==> config.mk <==
export PLATFORM = sky130hd
export DESIGN_NAME = mult_32bit_ctrl
export DESIGN_NICKNAME = d
export VERILOG_FILES = /design/src/rtl/mult_32bit_ctrl.sv
export SDC_FILE = /design/constraint.sdc
export NUM_CORES = 1
export LEC_CHECK = 0
export BUFFER_PORTS_ARGS = -buffer_cell sky130_fd_sc_hd__buf_2
export CAP_MARGIN = 10
export CORE_ASPECT_RATIO = 0.9
export CORE_MARGIN = 2
export CORE_UTILIZATION = 35
export DETAILED_ROUTE_END_ITERATION = 10
export PLACE_DENSITY = 0.58
export SYNTH_ARGS = -nofsm -noshare
export SYNTH_HDL_FRONTEND = slang
export SYNTH_SLANG_ARGS = --single-unit
export TNS_END_PERCENT = 20
==> constraint.sdc <==
create_clock -name clk -period 3.54 [get_ports clk]
set_input_delay 0.708 -clock clk [delete_from_list [all_inputs] [get_ports clk]]
set_output_delay 0.708 -clock clk [all_outputs]
set_load 0.02 [all_outputs]
==> src/rtl/mult_32bit_ctrl.sv <==
// Sequential 32x32 unsigned shift-add multiplier with an IDLE/CALC/DONE controller.
// Optional macro ZERO_SKIP_EN: a zero operand finishes in one cycle without entering CALC.
module mult_32bit_ctrl #(
    parameter int WIDTH = 32
) (
    input  logic             clk,
    input  logic             reset,
    input  logic             start,
    input  logic [WIDTH-1:0] rs,
    input  logic [WIDTH-1:0] rt,
    output logic             busy,
    output logic             done,
    output logic [WIDTH-1:0] hi,
    output logic [WIDTH-1:0] lo,
    output logic [1:0]       dbg_state   // 0=IDLE, 1=CALC, 2=DONE
);

    // Handshake: start is a request sampled only in IDLE; it is taken on the
    // edge where state==IDLE && start==1. done is a one-cycle pulse meaning
    // hi/lo hold the new product; hi/lo then hold until the next accepted start.

    typedef enum logic [1:0] {
        IDLE = 2'd0,
        CALC = 2'd1,
        DONE = 2'd2
    } state_t;

    state_t           state;
    logic [WIDTH-1:0] mcand;
    logic [5:0]       count;

    logic [WIDTH-1:0] partial;
    logic [WIDTH:0]   sum;

    // sum[WIDTH] is the carry; shifting right moves it into hi[MSB] and
    // leaves the vacated carry position zero, so no carry register is needed.
    always_comb begin
        partial = mcand & {WIDTH{lo[0]}};
        sum     = {1'b0, hi} + {1'b0, partial};
    end

    assign dbg_state = state;

    always_ff @(posedge clk) begin
        if (reset) begin
            state <= IDLE;
            mcand <= '0;
            count <= '0;
            hi    <= '0;
            lo    <= '0;
            busy  <= 1'b0;
            done  <= 1'b0;
        end else begin
            case (state)
                IDLE: begin
                    if (start) begin
                        mcand <= rs;
                        hi    <= '0;
                        lo    <= rt;
                        count <= '0;
`ifdef ZERO_SKIP_EN
                        if ((rs == '0) || (rt == '0)) begin
                            lo    <= '0;
                            state <= DONE;
                            done  <= 1'b1;
                        end else begin
                            state <= CALC;
                            busy  <= 1'b1;
                        end
`else
                        state <= CALC;
                        busy  <= 1'b1;
`endif
                    end
                end
                CALC: begin
                    hi    <= sum[WIDTH:1];
                    lo    <= {sum[0], lo[WIDTH-1:1]};
                    count <= count + 6'd1;
                    if (count == 6'd31) begin
                        state <= DONE;
                        busy  <= 1'b0;
                        done  <= 1'b1;
                    end
                end
                DONE: begin
                    state <= IDLE;
                    done  <= 1'b0;
                end
                default: begin
                    state <= IDLE;
                    busy  <= 1'b0;
                    done  <= 1'b0;
                end
            endcase
        end
    end

endmodule

==> impl_metrics.ini, run 1 <==
[yosys]
syn_inst = 742
synth_top_area_frac = 0.378
yosysWarnings = 0
synth_area_um2 = 5610
synth-seq-area-share = 0.378
synth_edf_count = 0
yosys_register_bits = 106
netlist_top_cells_count = 134 x nand2_1, 114 x nor2_1, 106 x dfxtp_1
yosysUniqueCellTypes = 52
yosysTopAreaCell = dfxtp_1
avgSynthCellArea_um2 = 7.56
synth-async-reset-ratio = 0
yosysMostFrequentCell = nand2_1
syn-num-nets = 843
synthFlopType = dfxtp_1
synthTopCellsByArea = dfxtp_1 38%, nand2_1 9.0%, nor2_1 7.6%, ha_1 7.4%, a21oi_1 6.9%

[grt]
grt_pass1_wl_mm = 24.9
grtUsageTotal = 0.187
overflow = 0
grt_max_degree = 62
grt_pass1_vias = 5034
antenna_found_initial = 0

[routing]
ant_nets = 0
vias = 5397
drt_iter0_drc = 256
drcViolationCount = 0
wl_per_cell_um = 14.4
routed_wl_mm = 15.4
post_drt_via_cell_ratio = 5.07
drtPass1Iterations = 4

[cts]
cts_tree = done
clock_latency_ns = 0.36
htree_levels = 3
cts.clk_slew.worst_paths_ns = 0.07
hold_buffers = 0
clock_path_buffers = 2
cts_made_buffers = 9
cts.sinks = 106
clockRootBuffer = clkbuf_16
post_cts_resized = 0
post_cts_buffers = 0

[setup_path]
path_depth = 12
worstRegToRegCells = 12
critPathMostFrequentCell = o211ai_1
r2r-start = lo[0]
crit_chain = and2_1 > ha_1 > inv_1 > fa_1 > nor2b_1 > o211ai_1 > a21boi_2 > a21oi_2 > or4_1 > o211ai_1 > xnor2_1 > o21ai_0
cp_top_family = simple AND/OR/NAND/NOR gates
crit_type = flip-flop to flip-flop
slowest_delay_ns = 0.56
crit_buf_inv = 1
cp.arrival_ns = 3.32
crit_fanout = 13
endpoint_kind = flip-flop
worstSetupStartpoint = lo[0]
required_ns = 3.76
cp_slowest_cell = dfxtp_1
worstReg2RegEnd = hi[29]
start_kind = flip-flop
crit_path_end = hi[29]
regToRegSetupSlack_ns = 0.44

[run_status]
status = finished clean

[placement]
place_congestion = 0.887
port_buffers = 134
hpwl_mm = 11.2
dpl_worst_slack_ns = 0.444
dp.cells = 1048

[die]
die_w_um = 137
num_io_pins = 135
placementRows = 43
dieArea_um2 = 17100
core_area_um2 = 15500
start_util = 0.361
fp.dieH_um = 124

[timing]
period_needed_ns = 3.10
max_freq_ghz = 0.322
clock_skew_ns = 0.0115
setup_viol = 0
hold_viol = 0
whs_ns = 0.450
fin_crit_sh = 0.876
fin_ws_ns = 0.439
tns_ns = 0
tightest_slew_ns = 0.735
drv_slew = 0
rsz0062_at_grt = no
relSlewSlack = 0.510

[final_layout]
fill_cells = 1616
areaGrowthSynthToFinish_pct = 21.2
fin_nets = 958
fin_cells = 1065
layout-drive-gt1-share = 0.201

[worst_hold_path]
hp-class = flip-flop to flip-flop
hold_start = mcand[29]

[pwr]
leakagePower_nw = 3.04
total_power_w = 0.00281
peakVddDrop_uv = 226
p_per_area_nw_per_um2 = 414

[job]
maxCapViolCount = 0
## kinds of logic after synthesis
family | count (synthesis) | share of synthesized area
compound gates | 178 | 0.191
xor+xnor | 29 | 0.0453
simple gates | 348 | 0.277
buf+inv | 47 | 0.0317
fa+ha+maj | 34 | 0.0772
flops | 106 | 0.378
## tightest hold or removal path, cell delays in order (launching register included)
cell and delay, ns:
dfxtp_1 0.31, nand2_1 0.05, a21oi_1 0.05
## routing by layer
metal	routed length [µm]	vias to the layer above	GRT usage
met5	0	-	0
met2	6900	119	0.303
met4	203	0	0.0528
met3	913	13	0.0533
met1	7330	2482	0.241
li1	-	2783	-
## per-stage QoR
| stage | area (µm²) | util |
|---|---|---|
| finish | 6800 | 0.437 |
| detailed placement | 6460 | 0.415 |
| global placement | 6460 | 0.415 |
| floorplan | 5610 | - |
| CTS | 6790 | 0.437 |
| global route | 6790 | 0.437 |
## placed cells by master (no fill, tap or decap), drive strengths merged, types with 4 or more instances in the layout
| cell | synthesis | layout |
|---|---|---|
| a21o | 9 | 9 |
| a21oi | 78 | 78 |
| a22oi | 5 | 5 |
| and2 | 33 | 33 |
| and3 | 6 | 6 |
| buf | 1 | 144 |
| clkbuf | 39 | 9 |
| dfxtp | 106 | 106 |
| ha | 33 | 33 |
| inv | 7 | 10 |
| nand2 | 135 | 135 |
| nand2b | 6 | 6 |
| nand3 | 10 | 10 |
| nor2 | 114 | 114 |
| nor3 | 4 | 4 |
| nor4 | 28 | 28 |
| o211ai | 4 | 4 |
| o21ai | 51 | 51 |
| xnor2 | 17 | 17 |
| xor2 | 12 | 12 |
## how the worst min path moves through the flow
stage                            to  slack, ns  cells after the start
final                     mcand[29]       0.45                      2
after CTS                 mcand[28]       0.45                      2
after floorplan            mcand[0]       0.43                      2
after global placement    mcand[29]       0.44                      2
after global routing      mcand[28]       0.47                      2
after detailed placement  mcand[28]       0.44                      2
## flip-flops by register name, indices dropped and copies added, names as in the netlist
signal	cells
dbg_state	2
hi	32
busy	1
lo	32
mcand	32
done	1
count	6
## cell type report
| cell class | count | area, µm² | area share |
|---|---|---|---|
| multi-input cells | 589 | 3310 | 0.488 |
| flip-flops and latches | 106 | 2120 | 0.312 |
| repair buffers | 144 | 746 | 0.110 |
| well taps | 202 | 253 | 0.0372 |
| clock buffers | 9 | 225 | 0.0331 |
| clock inverters | 7 | 108 | 0.0158 |
| inverters | 7 | 26.3 | 0.00387 |
| diodes | 1 | 2.50 | 0.000368 |
## power by group
part | internal (W) | switching [W]
Sequential | 0.00126 | 0.0000468
Combinational | 0.000137 | 0.000251
Clock | 0.000634 | 0.000485
Total | 0.00203 | 0.000783
No activity file was read; power rests on OpenSTA's default activity.
==> run 2: changes to the inputs <==
Settings changed: PLACE_DENSITY 0.58 to 0.56.
==> run 2 against run 1 <==
Effect of this change:
- die area did not move
- critical path depth is 1 higher
- flip-flop and latch count is the same
- clock-buffer cell count unchanged
- core utilization down 0.40 points
- worst setup slack improved by 0.098 ns
- sequential share of layout area increased by 0.29 points
- via count shrank 1.2%
- global-route usage shrank 0.089 points
- final cell count decreased by 0.28%
- first-iteration DRC count is 16% higher
- power shrank 5.1%
==> impl_metrics.ini, run 2 (same netlist as run 1, synthesis figures left out) <==
[grt]
grt_max_degree = 62
antenna_found_initial = 0
grt_pass1_wl_mm = 25.1
grtUsageTotal = 0.186
overflow = 0
grt_pass1_vias = 5171

[worst_hold_path]
hp-class = flip-flop to flip-flop
hold_path_end = mcand[28]
hold_start = mcand[28]
hold_depth = 2

[final_layout]
antenna_cells = 0
final_cell_mix = 134 x nand2_1, 134 x buf_2, 112 x nor2_1
largest_registers = hi x32, lo x32, mcand x32
finish.instance_area_um2 = 6730
areaGrowthSynthToFinish_pct = 20.1
fin_nets = 956
layout-drive-gt1-share = 0.199

[pwr]
p_per_area_nw_per_um2 = 396
leakagePower_nw = 3.01
peakVddDrop_uv = 236

[setup_path]
cp_slowest_cell = or4_1
cp_top_family = simple AND/OR/NAND/NOR gates
cp.arrival_ns = 3.23
slowest_delay_ns = 0.54
critPathMostFrequentCell = o211ai_1
worstRegToRegCells = 13
r2r-start = lo[0]
required_ns = 3.76
regToRegSetupSlack_ns = 0.54
crit_buf_inv = 2
crit_chain = buf_4 > and2_1 > ha_1 > inv_1 > fa_1 > nor2b_1 > o211ai_1 > a21boi_2 > a21oi_2 > or4_1 > o211ai_1 > xnor2_1 > o21ai_0
crit_type = flip-flop to flip-flop
endpoint_kind = flip-flop
worstReg2RegEnd = hi[29]
start_kind = flip-flop
crit_fanout = 13

[cts]
cts_tree = done
cts_made_buffers = 9
clock_latency_ns = 0.36
post_cts_buffers = 0
cts.clk_slew.worst_paths_ns = 0.08
post_cts_resized = 0
hold_buffers = 0
htree_levels = 3
clockRootBuffer = clkbuf_16
cts.sinks = 106
clock_path_buffers = 2

[timing]
period_needed_ns = 3.00
tns_ns = 0
clock_skew_ns = 0.00841
tightest_slew_ns = 0.687
fin_crit_sh = 0.848
setup_viol = 0
hold_viol = 0
drv_slew = 0
rsz0062_at_grt = no
relSlewSlack = 0.542
max_freq_ghz = 0.333

[placement]
hpwl_mm = 11.0
post_dp_cell_area_um2 = 6440
port_buffers = 134
place_congestion = 0.874

[die]
core_area_um2 = 15500
fp.dieH_um = 124
placementRows = 43
die_w_um = 137
num_io_pins = 135
dieArea_um2 = 17100
start_util = 0.361

[routing]
drcViolationCount = 0
wl_per_cell_um = 14.5
routed_wl_mm = 15.4
drtPass1Iterations = 4
ant_nets = 0
drt_iter0_drc = 298
vias = 5332
post_drt_via_cell_ratio = 5.02

[run_status]
status = finished clean

[job]
maxCapViolCount = 0
[run 2: worst max-delay path by stage]
stage | from | to | cells after the start
final | lo[0] | hi[29] | 13
after global routing | lo[0] | hi[29] | 13
after detailed placement | lo[0] | hi[29] | 13
after global placement | lo[0] | hi[29] | 13
after CTS | lo[0] | hi[29] | 13
after floorplan | lo[0] | hi[28] | 11
[run 2: layout make-up]
class	count	area, µm²
clock inverter	7	62.6
multi-input combinational	589	3310
fill	1622	8820
inverter	7	26.3
clock buffer	9	225
tap	202	253
sequential	106	2120
timing repair buffer	142	731
[run 2: worst register-to-register path, stage by stage (launching register included)]
cell and delay [ns]:
dfxtp_1 0.33, buf_4 0.19, and2_1 0.14, ha_1 0.18, inv_1 0.07, fa_1 0.39
nor2b_1 0.16, o211ai_1 0.14, a21boi_2 0.24, a21oi_2 0.16, or4_1 0.54, o211ai_1 0.13
xnor2_1 0.13, o21ai_0 0.08
[run 2: power breakdown]
part	leakage [nW]	internal, W	switching [W]
Sequential	0.867	0.00126	0.0000427
Combinational	2.01	0.000135	0.000253
Clock	0.136	0.000490	0.000491
[run 2: through the flow]
step                power [W]   util  worst slack, ns  std cells  hold slack, ns
floorplan             0.00157      -            0.690        742           0.432
global placement      0.00172  0.415            0.594       1046           0.442
detailed placement    0.00172  0.415            0.532       1046           0.443
CTS                   0.00271  0.433            0.523       1062           0.454
global route          0.00281  0.433            0.285       1062           0.477
finish                0.00267  0.433            0.537       1062           0.451
[run 2: metal layers]
| metal | routed length, µm | GRT usage |
|---|---|---|
| met5 | 0 | 0 |
| met4 | 189 | 0.0625 |
| met3 | 956 | 0.0521 |
| met2 | 6760 | 0.292 |
| met1 | 7450 | 0.245 |
==> run 3: changes to the inputs <==
Settings changed: ABC_AREA set to 1, PLACE_DENSITY 0.56 to 0.57.
Clock period 3.54 ns to 2.6 ns, I/O delays scaled along.
==> run 3 against run 2 <==
Effect of this change:
- synthesized cell count is 40% higher
- core utilization down 1.4 points
- hold slack worse by 0.075 ns
==> impl_metrics.ini, run 3 <==
[run_status]
status = finished clean

[final_layout]
layout-drive-gt1-share = 0.157
utilization = 0.419
fin_cells = 1411
fin_nets = 1263
final_common_cell = nand2_1
antenna_cells = 0
largest_registers = hi x32, lo x32, mcand x32
finish.instance_area_um2 = 7680
areaGrowthSynthToFinish_pct = 17.8
final_cell_mix = 327 x nand2_1, 183 x inv_1, 134 x buf_2

[yosys]
synth_top_area_frac = 0.326
yosysMostFrequentCell = nand2_1
synthTopCellsByArea = dfxtp_1 33%, nand2_1 19%, inv_1 11%, nor2_1 6.7%, ha_1 6.3%
syn-num-nets = 1142
syn_inst = 1041
yosysWarnings = 0
yosysUniqueCellTypes = 43
yosysTopAreaCell = dfxtp_1
synthFlopType = dfxtp_1
avgSynthCellArea_um2 = 6.26
yosys_register_bits = 106
synth-seq-area-share = 0.326
synth-async-reset-ratio = 0
synth_area_um2 = 6520
netlist_top_cells_count = 327 x nand2_1, 183 x inv_1, 117 x nor2_1
synth_edf_count = 0

[die]
die_w_um = 148
dieArea_um2 = 19700
placementRows = 47
num_io_pins = 135
core_area_um2 = 18300
start_util = 0.355
fp.dieH_um = 133

[routing]
met2_length_mm = 7.87
vias = 6620
wl_per_cell_um = 13.4
top_layer = met4
ant_nets = 0
route.met3.wl_mm = 1.24
post_drt_via_cell_ratio = 4.69
routed_wl_mm = 18.9
drt-met1-wl_mm = 9.42
drtPass1Iterations = 5
drt_iter0_drc = 416
drcViolationCount = 0

[timing]
period_needed_ns = 2.25
hold_viol = 0
relSlewSlack = 0.617
tightest_slew_ns = 0.574
drv_slew = 0
fin_crit_sh = 0.866
setup_viol = 0
rsz0062_at_grt = no
max_freq_ghz = 0.444
tns_ns = 0
clock_skew_ns = 0.0100

[pwr]
total_power_w = 0.00372
peakVddDrop_uv = 330
p_per_area_nw_per_um2 = 485
leakagePower_nw = 4.39

[grt]
overflow = 0
grt_max_degree = 37
antenna_found_initial = 0
grt_pass1_wl_mm = 31.5
grt_pass1_vias = 6411
grtUsageTotal = 0.197

[placement]
port_buffers = 134
post_dp_cell_area_um2 = 7400
hpwl_mm = 14.3
place_congestion = 0.930
dp.cells = 1396

[worst_hold_path]
hp-class = input port to flip-flop

[cts]
cts.sinks = 106
cts_tree = done
clock_path_buffers = 2
clockRootBuffer = clkbuf_16
cts.clk_slew.worst_paths_ns = 0.08
post_cts_buffers = 0
hold_buffers = 0
cts_made_buffers = 9
post_cts_resized = 0
clock_latency_ns = 0.37
htree_levels = 3

[setup_path]
required_ns = 2.86
crit_type = flip-flop to flip-flop
cp.arrival_ns = 2.51
crit_fanout = 4
start_kind = flip-flop
endpoint_kind = flip-flop

[job]
maxCapViolCount = 0
run 3: cell types whose count changed in the layout (fill, tap and decap cells not counted), sizes merged, moves of 27 or more:
cell / previous run / this run
o221ai: 0 / 28
inv: 10 / 190
nand3: 10 / 48
and2: 33 / 0
nor4: 28 / 1
nand2: 135 / 333
run 3: cell type report:
| type | instances | area (µm²) |
|---|---|---|
| Inverter | 188 | 708 |
| Clock buffer | 9 | 225 |
| Clock inverter | 6 | 52.6 |
| Fill cell | 2005 | 10700 |
| Multi-Input combinational cell | 713 | 3510 |
| Sequential cell | 106 | 2120 |
| Tap cell | 245 | 307 |
| Timing Repair Buffer | 144 | 758 |
run 3: worst paths after layout:
path	start	endpoint	slack, ns	cells past startpoint
max	lo[0]	hi[19]	0.35	15
max reg2reg	lo[0]	hi[19]	0.35	15
min reg2reg	lo[13]	lo[13]	0.46	2
min	rs[18]	mcand[18]	0.38	3
run 3: metrics by stage:
stage / setup slack, ns / hold slack [ns]
after CTS: 0.380 / 0.365
after floorplan: 0.136 / 0.436
after global placement: 0.423 / 0.450
after global routing: 0.0680 / 0.377
final: 0.350 / 0.376
after detailed placement: 0.398 / 0.448
run 3: per-layer routing:
metal	global-route usage	up-vias
met5	0	-
met4	0.0545	0
met3	0.0497	25
met2	0.298	184
met1	0.278	2911
li1	-	3500
run 3: kinds of logic after synthesis:
| family | after synthesis | share of synthesized area |
|---|---|---|
| compound gates | 157 | 0.145 |
| xor+xnor | 1 | 0.00134 |
| fa+ha+maj | 34 | 0.0664 |
| buf+inv | 222 | 0.136 |
| flops | 106 | 0.326 |
| simple gates | 521 | 0.326 |
run 3: critical path, stage by stage (launching register included):
cell,delay [ns]
dfxtp_1,0.35
nand2_1,0.06
inv_1,0.05
ha_1,0.21
inv_1,0.08
fa_1,0.41
inv_1,0.12
nand3_1,0.07
nand3_1,0.14
nand3_1,0.09
nand3_1,0.22
nand2_1,0.12
nand2_1,0.07
nand2_1,0.04
nand3_1,0.07
nand2_1,0.05
run 3: where the power goes:
part	leakage [nW]	internal, W	switching [W]
clock	0.135	0.000661	0.000685
sequential	0.870	0.00173	0.0000704
combinational	3.38	0.000206	0.000374
